## src/rtl/pix_clk_monitor.sv

```systemverilog
// pix_clk_monitor
//   Watches a pixel clock sampled as data in the clk_in domain. Measures the
//   rise-to-rise period and the high time, declares the clock good (clk_ok)
//   after LOCK_PERIODS consecutive in-tolerance periods, and raises a sticky
//   fault when a locked clock goes out of spec or stops.
//
// Ports
//   clk_in      : monitor (board) clock
//   rst         : asynchronous active-low reset
//   pix_clk     : monitored clock, treated as asynchronous data
//   pll_locked  : generator stable flag, synchronous to clk_in
//   fault_clr   : one-cycle request to clear the fault and restart acquisition
//   pix_rise    : one-cycle pulse per detected pix_clk rising edge
//   pix_fall    : one-cycle pulse per detected pix_clk falling edge
//   clk_ok      : pixel clock verified in spec
//   clk_fault   : sticky fault flag
//   fault_count : saturating count of faults
//   period_meas : last measured rise-to-rise period in clk_in cycles
module pix_clk_monitor #(
  parameter int DIV_PIX      = 4,
  parameter int LOCK_PERIODS = 8,
  parameter int TOL          = 0,
  parameter int SYNC_STAGES  = 2,
  parameter int CNT_W        = 16
) (
  input  logic             clk_in,
  input  logic             rst,
  input  logic             pix_clk,
  input  logic             pll_locked,
  input  logic             fault_clr,
  output logic             pix_rise,
  output logic             pix_fall,
  output logic             clk_ok,
  output logic             clk_fault,
  output logic [7:0]       fault_count,
  output logic [CNT_W-1:0] period_meas
);

  typedef enum logic [1:0] {
    ST_IDLE    = 2'd0,
    ST_ACQUIRE = 2'd1,
    ST_LOCKED  = 2'd2,
    ST_FAULT   = 2'd3
  } state_e;

  localparam logic [CNT_W-1:0] CNT_MAX     = '1;
  localparam logic [CNT_W-1:0] CNT_ONE     = CNT_W'(1);
  localparam logic [CNT_W-1:0] TIMEOUT_CNT = CNT_W'(2 * DIV_PIX);
  localparam logic [CNT_W:0]   PER_EXP     = (CNT_W+1)'(DIV_PIX);
  localparam logic [CNT_W:0]   HI_EXP      = (CNT_W+1)'(DIV_PIX / 2);
  localparam logic [CNT_W:0]   TOL_W       = (CNT_W+1)'(TOL);
  localparam logic [7:0]       LOCK_N      = 8'(LOCK_PERIODS);

  // One extra bit so the difference of two unsigned counts never wraps.
  function automatic logic [CNT_W:0] abs_diff(input logic [CNT_W-1:0] a,
                                              input logic [CNT_W:0]   b);
    logic [CNT_W:0] a_w;
    a_w = {1'b0, a};
    return (a_w >= b) ? (a_w - b) : (b - a_w);
  endfunction

  logic [SYNC_STAGES-1:0] r_sync;
  logic                   r_hist;
  logic [CNT_W-1:0]       r_per_cnt;
  logic [CNT_W-1:0]       r_hi_cnt;
  logic                   r_have_ref;
  logic [7:0]             r_good_cnt;
  state_e                 r_state;
  logic                   r_pix_rise;
  logic                   r_pix_fall;
  logic                   r_clk_ok;
  logic                   r_clk_fault;
  logic [7:0]             r_fault_count;
  logic [CNT_W-1:0]       r_period_meas;

  logic   w_sync_q;
  logic   w_rise;
  logic   w_fall;
  logic   w_active;
  logic   w_meas_per;
  logic   w_meas_hi;
  logic   w_per_good;
  logic   w_hi_good;
  logic   w_timeout;
  logic   w_bad;
  state_e w_next_state;
  logic   [7:0] w_good_cnt_nxt;
  logic   w_have_ref_nxt;
  logic   w_fault_event;

  assign w_sync_q = r_sync[SYNC_STAGES-1];
  assign w_rise   = w_sync_q & ~r_hist;
  assign w_fall   = ~w_sync_q & r_hist;

  // Measurements only count while acquiring or locked, and only once a
  // reference rise has been seen.
  assign w_active   = (r_state == ST_ACQUIRE) || (r_state == ST_LOCKED);
  assign w_meas_per = w_rise & r_have_ref & w_active;
  assign w_meas_hi  = w_fall & r_have_ref & w_active;
  assign w_per_good = abs_diff(r_per_cnt, PER_EXP) <= TOL_W;
  assign w_hi_good  = abs_diff(r_hi_cnt, HI_EXP) <= TOL_W;
  // per_cnt passes TIMEOUT_CNT exactly once per missing edge, and the
  // timeout also drops have_ref, so this fires a single time.
  assign w_timeout  = r_have_ref & w_active & ~w_rise & (r_per_cnt == TIMEOUT_CNT);
  assign w_bad      = (w_meas_per & ~w_per_good) | (w_meas_hi & ~w_hi_good) | w_timeout;

  // Synchronizer, edge detection and measurement counters.
  // NOTE: sequential state uses non-blocking assignments so every flop samples
  // the pre-edge value of its neighbours, which is what makes the chain shift.
  always_ff @(posedge clk_in or negedge rst) begin
    if (!rst) begin
      // NOTE: the synchronizer is reset too, so no stale level can fake an
      // edge right after reset release.
      r_sync        <= '0;
      r_hist        <= 1'b0;
      r_pix_rise    <= 1'b0;
      r_pix_fall    <= 1'b0;
      r_per_cnt     <= '0;
      r_hi_cnt      <= '0;
      r_period_meas <= '0;
    end else begin
      r_sync     <= {r_sync[SYNC_STAGES-2:0], pix_clk};
      r_hist     <= w_sync_q;
      r_pix_rise <= w_rise;
      r_pix_fall <= w_fall;

      if (w_rise)                     r_per_cnt <= CNT_ONE;
      else if (r_per_cnt != CNT_MAX)  r_per_cnt <= r_per_cnt + CNT_ONE;

      if (w_rise)                                  r_hi_cnt <= CNT_ONE;
      else if (w_sync_q && (r_hi_cnt != CNT_MAX))  r_hi_cnt <= r_hi_cnt + CNT_ONE;

      if (w_rise && r_have_ref) r_period_meas <= r_per_cnt;
    end
  end

  // FSM next-state and bookkeeping.
  always_comb begin
    // NOTE: every variable gets a default before the case so no path can
    // leave it unassigned and infer a latch.
    w_next_state   = r_state;
    w_good_cnt_nxt = r_good_cnt;
    w_have_ref_nxt = r_have_ref;
    w_fault_event  = 1'b0;

    if (w_active && w_rise) w_have_ref_nxt = 1'b1;
    if (w_timeout)          w_have_ref_nxt = 1'b0;

    unique case (r_state)
      ST_IDLE: begin
        if (pll_locked) w_next_state = ST_ACQUIRE;
      end
      ST_ACQUIRE: begin
        if (w_bad) begin
          w_good_cnt_nxt = 8'd0;
        end else if (w_meas_per && w_per_good) begin
          w_good_cnt_nxt = r_good_cnt + 8'd1;
          if ((r_good_cnt + 8'd1) >= LOCK_N) w_next_state = ST_LOCKED;
        end
      end
      ST_LOCKED: begin
        if (w_bad) begin
          w_next_state  = ST_FAULT;
          w_fault_event = 1'b1;
        end
      end
      ST_FAULT: begin
        if (fault_clr) begin
          w_next_state   = ST_ACQUIRE;
          w_good_cnt_nxt = 8'd0;
          w_have_ref_nxt = 1'b0;
        end
      end
      default: w_next_state = ST_IDLE;
    endcase

    // Losing the PLL is not a clock fault: restart quietly from IDLE.
    if (!pll_locked) begin
      w_next_state   = ST_IDLE;
      w_good_cnt_nxt = 8'd0;
      w_have_ref_nxt = 1'b0;
      w_fault_event  = 1'b0;
    end
  end

  always_ff @(posedge clk_in or negedge rst) begin
    if (!rst) begin
      r_state    <= ST_IDLE;
      r_good_cnt <= 8'd0;
      r_have_ref <= 1'b0;
      r_clk_ok   <= 1'b0;
    end else begin
      r_state    <= w_next_state;
      r_good_cnt <= w_good_cnt_nxt;
      r_have_ref <= w_have_ref_nxt;
      // Registered from next state so clk_ok tracks state==LOCKED exactly.
      r_clk_ok   <= (w_next_state == ST_LOCKED);
    end
  end

  // Sticky fault flag and counter; a fresh fault wins over a same-cycle clear.
  always_ff @(posedge clk_in or negedge rst) begin
    if (!rst) begin
      r_clk_fault   <= 1'b0;
      r_fault_count <= 8'd0;
    end else if (w_fault_event) begin
      r_clk_fault <= 1'b1;
      if (fault_clr)                   r_fault_count <= 8'd1;
      else if (r_fault_count != 8'hFF) r_fault_count <= r_fault_count + 8'd1;
    end else if (fault_clr) begin
      r_clk_fault   <= 1'b0;
      r_fault_count <= 8'd0;
    end
  end

  assign pix_rise    = r_pix_rise;
  assign pix_fall    = r_pix_fall;
  assign clk_ok      = r_clk_ok;
  assign clk_fault   = r_clk_fault;
  assign fault_count = r_fault_count;
  assign period_meas = r_period_meas;

endmodule

```

## config.mk

```make
export PLATFORM = sky130hd
export DESIGN_NAME = pix_clk_monitor
export DESIGN_NICKNAME = d
export VERILOG_FILES = /design/src/rtl/pix_clk_monitor.sv
export SDC_FILE = /design/constraint.sdc
export NUM_CORES = 1
export LEC_CHECK = 0
export BUFFER_PORTS_ARGS = -buffer_cell sky130_fd_sc_hd__buf_2
export CORE_UTILIZATION = 55
export CTS_CLUSTER_DIAMETER = 60
export DETAILED_ROUTE_END_ITERATION = 10
export PLACE_DENSITY = 0.77
export REMOVE_ABC_BUFFERS = 1
export SYNTH_ARGS = -nofsm -noshare
export SYNTH_HDL_FRONTEND = slang
export SYNTH_SLANG_ARGS = --single-unit
```

## constraint.sdc

```tcl
create_clock -name clk_in -period 2.6 [get_ports clk_in]
set_input_delay 0.52 -clock clk_in [delete_from_list [all_inputs] [get_ports clk_in]]
set_output_delay 0.52 -clock clk_in [all_outputs]
set_load 0.02 [all_outputs]
```

==> key figures, run 1 <==
Worst setup path
  – Worst Path Required: 2.84 ns
  – Worst Path Arrival: 3.23 ns
  – CP Capture Type: flop
  – Highest fanout seen on the critical path: 5
  – Startpoint types: flop
  – Worst Path Class, Setup: flop to flop

Pwr
  – PnR Total Power: 3335 µW
  – Cell internal pwr: 2188 µW
  – VDD IR-drop max: 0.5234 mV
  – Psw: 1148 µW
  – Leakage dissipation: 0.002649 µW
  – Power per cell area: 593.2 mW/mm²
  – Clock share of power: 24.9%
  – Combinational share of power: 37.3%
  – Sequential share of power: 37.8%
  – Sw frac: 34.41%

Yosys
  – Share of the synthesized area in the top cell type: 42.65%
  – Post-synthesis sequential area ratio: 42.65%
  – Mux share of post-synthesis cell area: 3.256%
  – Top cell type by total area after synthesis: dfrtp_1
  – #FFs+latches synth: 74
  – EDFF count, synth: 0
  – Compound-Gate Fraction of Synth Area: 14.64%
  – Ys Warns: 0
  – Asr flop ratio synth: 100.0%
  – Ys flop type: dfrtp_1
  – Mapped Cells: 461
  – Synth area leaders: dfrtp_1 (43%), ha_1 (5.2%), nand2_1 (3.3%), nor2_1 (3.1%), xnor2_1 (2.8%)
  – Synth Area in Adders: 5.187%
  – Syn_area_per_cell: 9.418 µm²
  – Syn Std Cell Area: 0.004342 mm²
  – Largest family of logic cells by synthesized area: simple AND/OR/NAND/NOR gates
  – Synth Area in XOR/XNOR: 5.043%
  – Simple-Gate Fraction of Synth Area: 24.76%
  – Post-synth cell types: 62

CTS
  – # hold bufs at CTS: 0
  – CTS H-Tree Depth: 3
  – Clock Latency Late Sink: 0.35 ns
  – Clk root buf: clkbuf_8
  – Clk buf depth: 2
  – CTS sink cnt: 74
  – Clock slew at reported path FFs: 0.08 ns
  – Number of CTS-inserted buffers: 9
  – CTS tree: yes

Floorplan
  – I/O Pins: 33
  – Initial core utilization: 56.48%
  – Die area: 0.008253 mm²
  – Die height: 90.85 µm
  – Site Rows: 32
  – Die Wd: 90.85 µm
  – Core Region: 0.007687 mm²

GRT
  – First-pass GRT wire length: 17920 µm
  – Vias in the first global route: 3808
  – Total GRT Usage: 27.04%
  – Largest net degree at the start of global routing: 75
  – Total gr overflow: 0
  – Initial antenna violation count: 0

Routing
  – DRT Pass-1 Iters: 5
  – Initial drt markers: 250
  – Post-route antenna net violation count: 0
  – DR vias/cell: 5.982
  – DRC Markers: 0
  – Post-Route WL: 11130 µm
  – Via Count: 3972
  – Wire length per cell: 16.77 µm

STA
  – Clock skew: 0.01062 ns
  – RSZ-0062 raised after global routing: true
  – # setup viols final: 20
  – TNS Setup: -5.299 ns
  – Slew headroom: 36.42%
  – Fmax: 0.3344 GHz
  – Tightest Pin Transition: 0.9537 ns
  – Period minus WS final: 2.990 ns
  – Period utilization: 115.0%
  – Setup ws final: -0.3904 ns
  – Final Hold Fails: 0
  – Slew Viols, Final: 0
  – Worst hold slack: 0.2723 ns

Hold path
  – HP Class: primary input to flop

Status
  – Status: finished with violations
  – Failing checks: negative setup slack

Finish
  – Leading cell type in the layout, fill and taps excluded: dfrtp_1
  – Non-filler cells, final: 664
  – Final nets: 580
  – Commonest non-fill, non-tap cells in the layout: dfrtp_1 (74), buf_4 (71), nand2_1 (35), nor2_1 (34), buf_2 (31)
  – Area grow syn2layout: 29.51%
  – Share of layout cells above drive strength 1: 35.77%
  – Antenna cell count: 0

Flow run
  – Max-capacitance violation count: 0

Placement
  – Placed insts: 635
  – Post-DP HPWL: 7076 µm
  – RePlAce Congestion: 0.9093
  – Port bufs: 32
  – Dpl ws: -0.4203 ns
## repair_timing
item                                    in CTS  in global routing
gates cloned                                 0                  1
endpoints found under the hold margin        0                  0
resized for setup                           40                 35
endpoints found under the setup margin      20                 20
buffers inserted                             9                  4
pin swaps                                   10                 23
## synth_stat cells, types with 4 or more instances
library cell  number
nor3_1            13
a311oi_1           4
clkbuf_1          19
inv_1             21
ha_1              18
and4_1             4
o32ai_1            4
and3_1            15
nor2_1            36
nor4_1             7
nand3_1           21
nor3b_1            6
or3_1             14
mux2i_1            4
a21oi_1           20
mux2_2             9
o21bai_1           4
dfrtp_1           74
o31ai_1            4
nand2_1           38
xor2_1            11
nand4_1            9
and2_1             4
o21ai_0           23
a31oi_1            8
xnor2_1           14
a31o_2             5
## power by group through the flow
stage,combinational (µW),sequential [µW],clock [µW]
finish,1240,1260,831
global route,1350,1270,879
CTS,1130,1260,837
detailed placement,1030,1280,0
global placement,1000,1270,0
floorplan,563,1330,0
## flip-flops by register name (all words and copies together), names as in the netlist
signal       count
r_hist           1
clk_fault        1
r_hi_cnt        16
r_state          2
pix_fall         1
clk_ok           1
pix_rise         1
r_sync           2
period_meas     16
r_good_cnt       8
r_have_ref       1
fault_count      8
r_per_cnt       16
## path summary, 6_finish.rpt
| path | start | to | slack, ns | depth (start not counted) |
|---|---|---|---|---|
| worst min register to register | r_sync[0] | r_sync[1] | 0.35 | 0 |
| max in group asynchronous | rst | r_sync[1] | 1.66 | 1 |
| worst min-delay path | pix_clk | r_sync[0] | 0.27 | 1 |
| worst max register to register | r_hi_cnt[15] | fault_count[0] | -0.39 | 12 |
| min in group asynchronous | rst | r_good_cnt[3] | 0.29 | 1 |
| worst max-delay path | r_hi_cnt[15] | fault_count[0] | -0.39 | 12 |
## logic make-up after synthesis
logic type	Yosys count
AO/OA/AOI/OAI	93
adder cells (fa/ha/maj)	18
flip-flops	74
AND/OR/NAND/NOR	192
multiplexers	13
buffers and inverters	46
XOR/XNOR	25
## per-layer routing
| metal | wire length (µm) | up-vias | share of wire [%] | track usage, % |
|---|---|---|---|---|
| li1 | - | 1869 | - | - |
| met1 | 4915 | 1977 | 44 | 35.84 |
| met2 | 5618 | 103 | 50 | 44.63 |
| met3 | 396 | 23 | 3.6 | 3.704 |
| met4 | 201 | 0 | 1.8 | 11.24 |
| met5 | 0 | - | 0 | 0 |
## metrics by stage
step	util [%]	area (µm²)
6_report	73.14	5623
5_1_grt	73.14	5623
4_1_cts	70.56	5424
3_5_place_dp	65.10	5005
3_3_place_gp	65.10	5005
2_1_floorplan	-	4227
## worst max-delay path: stages, from the launching register on
cell	delay (ns)
dfrtp_1	0.40
nor4_1	0.33
buf_4	0.18
nand4_1	0.27
buf_4	0.25
o211ai_1	0.20
o211ai_1	0.17
nor4_4	0.30
buf_4	0.16
o32ai_4	0.11
buf_6	0.16
buf_4	0.13
a32o_1	0.22
## layout make-up
class	count	area (µm²)
Fill cell	552	2064
Tap cell	102	127.6
Multi-Input combinational cell	341	2597
Sequential cell	74	1852
Timing Repair Buffer	110	787.0
Clock buffer	10	137.6
Clock inverter	6	42.54
Inverter	21	78.83
Power figures use the tool's default switching activity.
==> run 2, diff against run 1 <==
--- a/config.mk
+++ b/config.mk
@@ -6,11 +6,12 @@
 export NUM_CORES = 1
 export LEC_CHECK = 0
 export BUFFER_PORTS_ARGS = -buffer_cell sky130_fd_sc_hd__buf_2
-export CORE_UTILIZATION = 55
+export CORE_UTILIZATION = 60
 export CTS_CLUSTER_DIAMETER = 60
 export DETAILED_ROUTE_END_ITERATION = 10
-export PLACE_DENSITY = 0.77
+export PLACE_DENSITY = 0.89
 export REMOVE_ABC_BUFFERS = 1
+export SETUP_SLACK_MARGIN = 0.4
 export SYNTH_ARGS = -nofsm -noshare
 export SYNTH_HDL_FRONTEND = slang
 export SYNTH_SLANG_ARGS = --single-unit
==> constraint.sdc (replaced) <==
create_clock -name clk_in -period 2.83 [get_ports clk_in]
set_input_delay 0.566 -clock clk_in [delete_from_list [all_inputs] [get_ports clk_in]]
set_output_delay 0.566 -clock clk_in [all_outputs]
set_load 0.02 [all_outputs]
==> run 2 against run 1 <==
Compared with the run above:
- the flow still finishes with violations (negative setup slack)
- global-route usage is 5.4 points higher
- sequential share of layout area is 0.96 points higher
- cell count is 4.2% lower
- register-to-register slack worse by 0.03 ns
- hold slack better by 0.033 ns
- utilization is 6.0 points higher
- setup slack worse by 0.031 ns
- flip-flop and latch count stayed put
- first-iteration DRC count is 140% higher
- critical path type unchanged
- power is 6.9% lower
- wire length is 22% higher
- sequential power is 8% lower
==> key figures, run 2 (synthesized netlist as in run 1, its figures left out) <==
STA
  – # setup viols final: 20
  – Period minus WS final: 3.252 ns
  – RSZ-0062 raised after global routing: true
  – Tightest Pin Transition: 1.282 ns
  – Final Hold Fails: 0
  – Setup ws final: -0.4217 ns
  – Period utilization: 114.9%
  – Slew headroom: 13.85%
  – Worst hold slack: 0.3056 ns
  – Clock skew: 0.01480 ns
  – Fmax: 0.3075 GHz
  – Slew Viols, Final: 0

Pwr
  – Sequential share of power: 37.5%
  – Power per cell area: 567.7 mW/mm²
  – VDD IR-drop max: 0.4464 mV
  – Clock share of power: 27.5%
  – Combinational share of power: 35.0%
  – Cell internal pwr: 2001 µW
  – Leakage dissipation: 0.002508 µW
  – Sw frac: 35.53%
  – Psw: 1103 µW

Finish
  – Antenna cell count: 0
  – Final nets: 558
  – Non-filler cells, final: 636
  – Leading cell type in the layout, fill and taps excluded: dfrtp_1
  – Share of layout cells above drive strength 1: 33.15%
  – FF+latch area: 0.001853 mm²
  – Fill count: 399
  – Multi-input gate area: 0.002640 mm²
  – Area grow syn2layout: 25.94%
  – Commonest non-fill, non-tap cells in the layout: dfrtp_1 (73), buf_4 (52), nor2_1 (34), nand2_1 (34), buf_2 (31)

Worst setup path
  – R2r startpoint: r_per_cnt[10]
  – Worst Path Required: 3.09 ns
  – Highest fanout seen on the critical path: 5
  – Crit path largest cell delay: 0.56 ns
  – Worst Path Arrival: 3.52 ns
  – WP buf/inv: 1
  – Worst Reg-to-Reg Cells: 9
  – R2r setup slk: -0.42 ns
  – Largest delay share family, worst path: simple AND/OR/NAND/NOR gates
  – Crit path depth: 9
  – Startpoint types: flop
  – Crit-path cells: or4_4, buf_4, nor3_2, o32ai_2, a21boi_0, nor4bb_4, o32ai_4, and2_4, a311oi_2
  – Worst Path Class, Setup: flop to flop
  – R2R Path End: fault_count[2]
  – Critical-path top delay cell: or4_4
  – CP Launch Point: r_per_cnt[10]
  – CP Capture Type: flop
  – CP endpoint: fault_count[2]

Routing
  – Initial drt markers: 592
  – Via Count: 4277
  – DRT Pass-1 Iters: 5
  – DRC Markers: 0
  – Post-Route WL: 13540 µm
  – Wire length per cell: 21.29 µm
  – Post-route antenna net violation count: 0
  – DR vias/cell: 6.725

Status
  – Status: finished with violations
  – Failing checks: negative setup slack

Floorplan
  – Die height: 87.07 µm
  – Site Rows: 30
  – Die area: 0.007580 mm²
  – I/O Pins: 33
  – Die Wd: 87.07 µm
  – Initial core utilization: 62.86%
  – Core Region: 0.006907 mm²

GRT
  – First-pass GRT wire length: 18890 µm
  – Largest net degree at the start of global routing: 75
  – Initial antenna violation count: 0
  – Total gr overflow: 0
  – Vias in the first global route: 3915
  – Total GRT Usage: 32.49%

CTS
  – Clock Latency Late Sink: 0.37 ns
  – CTS H-Tree Depth: 3
  – CTS sink cnt: 74
  – Clk buf depth: 2
  – Clk root buf: clkbuf_8
  – CTS tree: yes
  – Number of CTS-inserted buffers: 9
  – # hold bufs at CTS: 0
  – Clock slew at reported path FFs: 0.09 ns

Hold path
  – HP Class: primary input to flop

Placement
  – Port bufs: 32
  – RePlAce Congestion: 0.9361
  – Placed insts: 607
  – Post-DP HPWL: 6991 µm

Flow run
  – Max-capacitance violation count: 0
## run 2: changes by cell type in the layout (fill, tap and decap cells not counted), sizes merged
cell | previous run | this run
o32ai | 5 | 6
clkbuf | 10 | 12
clkinv | 1 | 2
buf | 110 | 86
nand2 | 38 | 39
clkinvlp | 5 | 1
bufinv | 0 | 1
## run 2: per-layer routing
layer	vias up	wire [µm]	track usage (%)
met4	0	765	15.00
met5	-	0	0
met1	2032	5252	41.35
met3	98	1088	5.592
met2	322	6434	54.12
li1	1825	-	-
## run 2: final cells by class
class                           count  share of cell area, %
Sequential cell                    74                  33.89
Inverter                           21                  1.442
Clock buffer                       12                  2.654
Clock inverter                      4                 0.9382
Multi-Input combinational cell    343                  48.28
Tap cell                           96                  2.197
Timing Repair Buffer               86                  10.59
## run 2: power groups by stage
stage	Combinational, µW	Clock (µW)	Sequential (µW)
2_1_floorplan	517	0	1230
3_3_place_gp	831	0	1170
3_5_place_dp	877	0	1180
4_1_cts	939	841	1160
5_1_grt	1170	902	1170
6_report	1090	855	1160
## run 2: how the worst min path moves through the flow
stage | start | endpoint | cells after the start
floorplan | rst | clk_fault | 0
global placement | r_sync[0] | r_sync[1] | 0
detailed placement | r_sync[0] | r_sync[1] | 0
CTS | pix_clk | r_sync[0] | 1
global route | pix_clk | r_sync[0] | 1
finish | pix_clk | r_sync[0] | 1
## run 2: stage by stage
stage | power, µW | area (µm²) | setup WS (ns) | util (%) | setup TNS [ns]
detailed placement | 2055 | 4832 | -0.1768 | 69.96 | -1.689
floorplan | 1743 | 4227 | -0.04899 | - | -0.3067
finish | 3104 | 5468 | -0.4217 | 79.17 | -6.215
CTS | 2939 | 5280 | -0.07317 | 76.45 | -0.6047
global route | 3239 | 5468 | -0.4572 | 79.17 | -7.284
global placement | 2005 | 4832 | -0.05131 | 69.96 | -0.2075
## run 2: repair_timing
item,4_1_cts,5_1_grt
resized for setup,43,28
setup buffers,6,5
pin swaps,21,11
gates cloned,1,1
setup endpoints to repair,20,31
==> run 3, diff against run 2 <==
--- a/config.mk
+++ b/config.mk
@@ -5,11 +5,11 @@
 export SDC_FILE = /design/constraint.sdc
 export NUM_CORES = 1
 export LEC_CHECK = 0
-export BUFFER_PORTS_ARGS = -buffer_cell sky130_fd_sc_hd__buf_2
-export CORE_UTILIZATION = 60
+export BUFFER_PORTS_ARGS = -buffer_cell sky130_fd_sc_hd__clkbuf_2
+export CORE_UTILIZATION = 55
 export CTS_CLUSTER_DIAMETER = 60
 export DETAILED_ROUTE_END_ITERATION = 10
-export PLACE_DENSITY = 0.89
+export PLACE_DENSITY = 0.86
 export REMOVE_ABC_BUFFERS = 1
 export SETUP_SLACK_MARGIN = 0.4
 export SYNTH_ARGS = -nofsm -noshare
==> constraint.sdc (replaced) <==
create_clock -name clk_in -period 2.7 [get_ports clk_in]
set_input_delay 0.54 -clock clk_in [delete_from_list [all_inputs] [get_ports clk_in]]
set_output_delay 0.54 -clock clk_in [all_outputs]
set_load 0.02 [all_outputs]
==> run 3 against run 2 <==
Compared with the run above:
- the run still ends with negative setup slack left
- hold slack worse by 0.015 ns
- clock power up 4.7%
- cell area up 4.1%
- largest cell class unchanged
- cell count up 6.0%
- critical endpoint is now r_good_cnt[6]
- combinational power up 8%
- register-to-register slack better by 0.15 ns
==> key figures, run 3 (synthesized netlist as in run 1, its figures left out) <==
CTS
  – Clk buf depth: 2
  – CTS tree: yes
  – Number of CTS-inserted buffers: 9
  – Clock Latency Late Sink: 0.36 ns
  – CTS H-Tree Depth: 3
  – CTS sink cnt: 74
  – Clk root buf: clkbuf_8
  – Clock slew at reported path FFs: 0.08 ns

Worst setup path
  – CP Launch Point: r_hi_cnt[3]
  – R2R Path End: r_good_cnt[6]
  – Worst Reg-to-Reg Cells: 8
  – R2r startpoint: r_hi_cnt[3]
  – R2r setup slk: -0.27 ns
  – Startpoint types: flop
  – Highest fanout seen on the critical path: 7
  – Worst Path Arrival: 3.22 ns
  – Worst Path Required: 2.95 ns
  – CP Capture Type: flop
  – Worst Path Class, Setup: flop to flop

GRT
  – Total gr overflow: 0
  – Total GRT Usage: 29.02%
  – First-pass GRT wire length: 19090 µm
  – Met2 Use GR: 48.30%
  – Busiest metal layer after global routing: met2
  – M1 GR Usage: 36.59%
  – Initial antenna violation count: 0
  – Largest net degree at the start of global routing: 75
  – Vias in the first global route: 4071
  – GR Util met3: 7.576%

Placement
  – Placed insts: 637
  – RePlAce Congestion: 0.9218
  – Port bufs: 32
  – Post-DP HPWL: 7337 µm

Finish
  – Share of layout cells above drive strength 1: 37.06%
  – Area grow syn2layout: 31.15%
  – Fill count: 510
  – Layout Utilization: 74.07%
  – Final nets: 590
  – Leading cell type in the layout, fill and taps excluded: buf_4
  – Antenna cell count: 0
  – Commonest non-fill, non-tap cells in the layout: buf_4 (80), dfrtp_1 (74), nor2_1 (34), nand2_1 (34), clkbuf_2 (31)
  – Non-filler cells, final: 674

Pwr
  – PnR Total Power: 3288 µW
  – Leakage dissipation: 0.002658 µW
  – VDD IR-drop max: 0.4524 mV
  – Power per cell area: 577.4 mW/mm²

STA
  – Tightest Pin Transition: 0.9268 ns
  – Period minus WS final: 2.970 ns
  – Final Hold Fails: 0
  – Fmax: 0.3367 GHz
  – TNS Setup: -3.779 ns
  – Slew Viols, Final: 0
  – # setup viols final: 20
  – Setup ws final: -0.2696 ns
  – RSZ-0062 raised after global routing: true
  – Slew headroom: 38.22%
  – Period utilization: 110.0%
  – Clock skew: 0.01343 ns

Routing
  – Via Count: 4115
  – DRC Markers: 0
  – DR vias/cell: 6.105
  – DRT Pass-1 Iters: 7
  – Post-route antenna net violation count: 0
  – Post-Route WL: 11780 µm
  – Initial drt markers: 282
  – Wire length per cell: 17.48 µm

Hold path
  – Worst Hold End: r_sync[0]
  – Min-delay src: pix_clk
  – Hold depth: 1
  – HP Class: primary input to flop

Floorplan
  – Die Wd: 90.85 µm
  – Die area: 0.008253 mm²
  – Die height: 90.85 µm
  – Initial core utilization: 56.48%
  – Core Region: 0.007687 mm²
  – Site Rows: 32
  – I/O Pins: 33

Flow run
  – Max-capacitance violation count: 0

Status
  – Status: finished with violations
  – Failing checks: negative setup slack
==> run 3: cell count changes in the layout (fill, tap and decap cells not counted), sizes merged <==
cell,before,now
buf,86,87
clkbuf,12,40
clkinv,2,4
inv,21,22
nand2,39,38
nand2b,3,4
==> run 3: how the worst max path moves through the flow <==
stage | endpoint | cells past startpoint
2_1_floorplan | r_good_cnt[3] | 10
3_3_place_gp | fault_count[1] | 8
5_1_grt | fault_count[2] | 9
6_report | r_good_cnt[6] | 8
3_5_place_dp | fault_count[4] | 8
4_1_cts | r_good_cnt[5] | 10
==> run 3: worst max-delay path: stages, from the launching register on <==
cell and delay (ns):
dfrtp_1 0.48, or4_4 0.59, nor2_1 0.25, o21ai_0 0.18, xnor2_1 0.34, nor4_4 0.08, a311o_2 0.49, o21bai_4 0.20
a31o_2 0.24
==> run 3: what timing repair did <==
item / in CTS / in global routing
pin swaps: 12 / 26
buffers inserted: 10 / 8
endpoints found under the setup margin: 25 / 31
gates cloned: 2 / 1
resized for setup: 39 / 36
hold buffers: 0 / 0
==> run 3: layer usage <==
| layer | vias to the layer above | routed length [µm] |
|---|---|---|
| li1 | 1891 | - |
| met1 | 2015 | 4892 |
| met2 | 168 | 5902 |
| met3 | 41 | 675 |
| met4 | 0 | 310 |
| met5 | - | 0 |
==> run 3: stage by stage <==
| step | area (µm²) | setup WS (ns) | hold slack, ns |
|---|---|---|---|
| after floorplan | 4227 | -0.1790 | 0.2444 |
| after global placement | 5020 | -0.1910 | 0.3322 |
| after detailed placement | 5020 | -0.3801 | 0.3436 |
| after CTS | 5465 | -0.2775 | 0.2841 |
| after global routing | 5694 | -0.3824 | 0.2723 |
| final | 5694 | -0.2696 | 0.2906 |
==> run 3: power by group <==
part           switching [µW]  internal (µW)
Clock                     462            433
Sequential               44.9           1170
Combinational             620            559
Total                    1130           2160
==> run 3: layout make-up <==
| cell class | instances | area (µm²) | area share [%] |
|---|---|---|---|
| multi-input combinational | 343 | 2592 | 45.53 |
| timing repair buffer | 118 | 842.1 | 14.79 |
| clock buffer | 9 | 123.9 | 2.175 |
| tap | 102 | 127.6 | 2.241 |
| clock inverter | 7 | 77.57 | 1.362 |
| inverter | 21 | 78.83 | 1.384 |
| sequential | 74 | 1852 | 32.52 |
